$ cat config.mk
export PLATFORM = sky130hd
export DESIGN_NAME = key_chord_scanner
export DESIGN_NICKNAME = d
export VERILOG_FILES = /design/src/rtl/key_chord_scanner.sv
export SDC_FILE = /design/constraint.sdc
export NUM_CORES = 1
export LEC_CHECK = 0
export CAP_MARGIN = 15
export CORE_MARGIN = 2
export CORE_UTILIZATION = 56
export CTS_CLUSTER_DIAMETER = 80
export CTS_CLUSTER_SIZE = 14
export DETAILED_ROUTE_END_ITERATION = 10
export GPL_ROUTABILITY_DRIVEN = 0
export GPL_TIMING_DRIVEN = 0
export PLACE_DENSITY = 0.82
export SETUP_SLACK_MARGIN = 0.02
export SYNTH_ARGS = -nofsm -noshare
export SYNTH_HDL_FRONTEND = slang
export SYNTH_SLANG_ARGS = --single-unit
export TNS_END_PERCENT = 5
$ cat constraint.sdc
create_clock -name clk -period 4 [get_ports clk]
set_input_delay 0.8 -clock clk [delete_from_list [all_inputs] [get_ports clk]]
set_output_delay 0.8 -clock clk [all_outputs]
set_load 0.05 [all_outputs]
$ cat src/rtl/key_chord_scanner.sv
// Eight-key front end: two-flop synchronisers, per-key debounce counters, and a
// registered chord/count with a single-entry valid/ready change event.
module key_chord_scanner #(
  parameter int DEBOUNCE_CYCLES = 16,
  parameter int CNT_W           = 5
) (
  input  logic       clk,
  input  logic       rst_n,
  input  logic       t0,
  input  logic       t1,
  input  logic       t2,
  input  logic       t3,
  input  logic       t4,
  input  logic       t5,
  input  logic       t6,
  input  logic       t7,
  output logic [7:0] chord,
  output logic [3:0] key_count,
  output logic       chord_valid,
  input  logic       chord_ready,
  output logic       overrun
);

  localparam logic [CNT_W-1:0] TERM_CNT = CNT_W'(DEBOUNCE_CYCLES - 1);

  logic [7:0]       raw;
  logic [7:0]       s1;
  logic [7:0]       s2;
  logic [7:0]       stable_nxt;
  logic             chord_changed;
  logic [CNT_W-1:0] cnt     [8];
  logic [CNT_W-1:0] cnt_nxt [8];

  // Packed in chord order so every per-key vector shares one bit index.
  assign raw = {t0, t1, t2, t3, t4, t5, t6, t7};

  function automatic logic [3:0] popcount8(input logic [7:0] v);
    logic [3:0] n;
    n = '0;
    for (int i = 0; i < 8; i++) begin
      n = n + {3'b000, v[i]};
    end
    return n;
  endfunction

  // The chord register doubles as the stable (debounced) state of each key.
  always_comb begin
    stable_nxt = chord;
    for (int i = 0; i < 8; i++) begin
      cnt_nxt[i] = '0;
      if (s2[i] != chord[i]) begin
        if (cnt[i] == TERM_CNT) begin
          stable_nxt[i] = s2[i];
        end else begin
          cnt_nxt[i] = cnt[i] + CNT_W'(1);
        end
      end
    end
  end

  assign chord_changed = (stable_nxt != chord);

  always_ff @(posedge clk) begin
    if (!rst_n) begin
      s1          <= '0;
      s2          <= '0;
      chord       <= '0;
      key_count   <= '0;
      chord_valid <= 1'b0;
      overrun     <= 1'b0;
      for (int i = 0; i < 8; i++) begin
        cnt[i] <= '0;
      end
    end else begin
      s1        <= raw;
      s2        <= s1;
      chord     <= stable_nxt;
      key_count <= popcount8(stable_nxt);
      for (int i = 0; i < 8; i++) begin
        cnt[i] <= cnt_nxt[i];
      end

      // A change landing on the accept edge keeps the event pending.
      if (chord_changed) begin
        chord_valid <= 1'b1;
        if (chord_valid && chord_ready) begin
          overrun <= 1'b0;
        end else if (chord_valid) begin
          overrun <= 1'b1;
        end
      end else if (chord_valid && chord_ready) begin
        chord_valid <= 1'b0;
        overrun     <= 1'b0;
      end
    end
  end

endmodule

==> impl_results.md, run 1 <==
- Cells after synthesis: 256
- Final Hold Fails: 0
- Leading area contributor after synthesis: dfxtp_1
- Total track usage: 18.5%
- Met3 usage: 4.97%
- Ys async rst share: 0%
- Clock root cell: clkbuf_8
- CTS max path bufs: 2
- Leakage: 1.29 nW
- Total CTS buffers: 9
- DR pass1 iterations: 4
- Area contributors post-synth: dfxtp_1 53%, ha_1 8.9%, nor2_1 5.8%, xor2_1 5.3%, and2_1 4.5%
- WL per Instance: 12.0 um
- Grt ovf: 0
- CP arrival: 4.04 ns
- Die X: 73.0 um
- Commonest cells post-synth: 70 x dfxtp_1, 41 x nor2_1, 22 x inv_1
- Outcome: completed
- TNS Setup: 0 ns
- NumNets Final: 324
- Sink Count: 70
- Sw Pwr: 0.268 mW
- Pwr Total: 1.27 mW
- CTS Hold Buffers Added: 0
- Worst setup EP type: register
- Largest net degree at the start of global routing: 12
- Seq pwr share: 56.2%
- Worst reg2reg path startpoint: cnt[0][15]
- Crit start category: register
- Busiest layer in global routing: met2
- Layout cells sized above 1: slightly below 6%
- Area Overhead vs Synth: 18.2%
- Max-slew headroom: 66.4%
- Final worst-path cycle share: 95.0%
- Fin worst setup slack: 0.198 ns
- Vias in the first global route: 1700
- # rows: 25
- Yosys reg bits: 70
- Post CTS Setup Buffer Count: 0
- Detailed placement HPWL: 2910 um
- Post-CTS Resized: 0
- RSZ-0062 raised after global routing: false
- TritonCTS clock tree: built
- Max_cap viols: 0
- Reg clk slew, reported paths: 0.07 ns
- Sequential-to-total area share from yosys stat: between 50 and 60%
- Mapped Area: 2670 um2
- Core Footprint: 4660 um2
- Met1 global-route usage: 21.5%
- Initial drt markers: 47
- PwrDens: between 400 and 500 nW/um2
- Fin crit period: 3.80 ns
- ANT nets after route: 0
- Setup CP Type: reg2reg
- Setup violators final: 0
- Initial Util: 57.2%
- Minimum hold slack: 0.434 ns
- Clock power share: 41.3%
- Internal power: 0.997 mW
- Worst-Skew Late Latency: 0.34 ns
- F_max: approximately 260 MHz
- CP required: 4.24 ns
- Drt drc: 0
- Top FF cell, synth: dfxtp_1
- Peak supply drop: 0.262 mV
- Sw frac: 21.2%
- Pre-CTS WS: 0.229 ns
- Post-Syn Nets: 290
- Slew @ Worst Pin: 0.502 ns
- Final max-slew violation count: 0
- Ports: 25
- Post-synth EDFFs: 0
- Syn. warnings: 0
- Fill cells: 354
- CTS H-tree lvls: 3
- Clk_skew: 0.00415 ns
- Combinational Power Share: 2.4%
- Worst setup path startpoint: cnt[0][15]
- HP Start: s1[6]
- Full die area: approximately 5300 um2
- First-pass GRT wire length: between 7000 and 8000 um
- Hold Path Class: reg2reg
- Met2 usage in global routing: slightly below 30%
- Number of I/O port buffers: 23
- Yosys top cell area share: 52.5%
- ANT cells: 0
- Vias: 1721
- Drt total wl: 4190 um
- Vias/cell: 4.93
- Most frequent cell after synthesis: dfxtp_1
- Initial antenna violation count: 0
- Avg Inst Size Synth: between 10 and 15 um2
- Synth cell types: 22
- Die Span Y: 73.0 um
- CP max FO: 3
-- critical path, stage by stage (launching register included) --
cell and delay (ns):
dfxtp_1 0.36, ha_1 0.19, and3_1 0.17, ha_1 0.20, mux2i_1 0.37, fa_1 0.51
fa_1 0.52, fa_1 0.42, inv_1 0.07, ha_1 0.16, inv_1 0.06, fa_1 0.39
xnor2_1 0.13, and2_1 0.15
-- worst paths after layout --
check / end / slack, ns / cells after the start
min reg2reg: s2[6] / 0.43 / 1
max: key_count[2] / 0.20 / 13
max reg2reg: key_count[2] / 0.20 / 13
min: s2[6] / 0.43 / 1
-- kinds of logic after synthesis --
group,synth area share [%]
flops,52.5
buf+inv,3.71
xor+xnor,8.21
mux,3.05
fa+ha+maj,11.9
compound gates,2.11
simple gates,18.5
-- power groups by stage --
stage | sequential [mW] | clock, mW | combinational (mW)
after detailed placement | 0.727 | 0 | 0.0313
after CTS | 0.711 | 0.533 | 0.0314
final | 0.711 | 0.523 | 0.0308
after global placement | 0.727 | 0 | 0.0305
after global routing | 0.712 | 0.561 | 0.0357
after floorplan | 0.726 | 0 | 0.0173
-- sequential cells by signal, indices dropped and copies added (netlist names) --
signal,flops
s1,8
cnt,40
chord,8
key_count,4
overrun,1
chord_valid,1
s2,8
-- area by class of cell --
| cell class | instances | area, um2 | area share, % |
|---|---|---|---|
| tap | 54 | 67.6 | 2.14 |
| sequential | 70 | 1400 | 44.5 |
| timing repair buffer | 23 | 230 | 7.30 |
| clock inverter | 3 | 17.5 | 0.556 |
| clock buffer | 13 | 169 | 5.36 |
| multi-input combinational | 160 | 1170 | 37.0 |
| buffer | 4 | 16.3 | 0.516 |
| inverter | 22 | 82.6 | 2.62 |
-- per-layer routing --
layer  part of all wire (%)  vias to the layer above  wire, um
met5                      0                        -         0
met4                    3.1                        0       130
met3                    3.2                       13       133
met2                     47                       26      1960
met1                     47                      798      1960
li1                       -                      884         -
-- cells in the final DEF (no fill, tap or decap) --
cell	synthesis	routed
and3_1	8	8
inv_1	22	22
a21oi_1	2	2
clkbuf_1	3	4
ha_1	19	19
a31o_1	1	1
clkinv_2	0	2
nand3b_1	8	8
o21a_1	1	1
nand2_1	2	2
nand3_1	8	8
xnor2_1	9	9
nand4_1	1	1
clkinvlp_4	0	1
nor2_1	41	41
dfxtp_1	70	70
and2_1	19	19
xor2_1	16	16
mux2i_1	7	7
clkdlybuf4s50_1	0	23
fa_1	4	4
mux2_2	1	1
clkbuf_8	0	12
buf_2	1	1
a22oi_1	4	4
nor2b_1	9	9
-- stage by stage --
stage | utilization, % | instances | area [um2]
floorplan | - | 256 | 2670
global placement | 63.6 | 333 | 2970
detailed placement | 63.6 | 333 | 2970
CTS | 67.6 | 349 | 3150
global route | 67.6 | 349 | 3150
finish | 67.6 | 349 | 3150
(Power assumes the default switching activity.)
==> run 2, diff against run 1 <==
HOLD_SLACK_MARGIN = 0.12   (was not set)
==> results of run 2 <==
No change in the layout: final DEF, timing and power equal those of run 1.
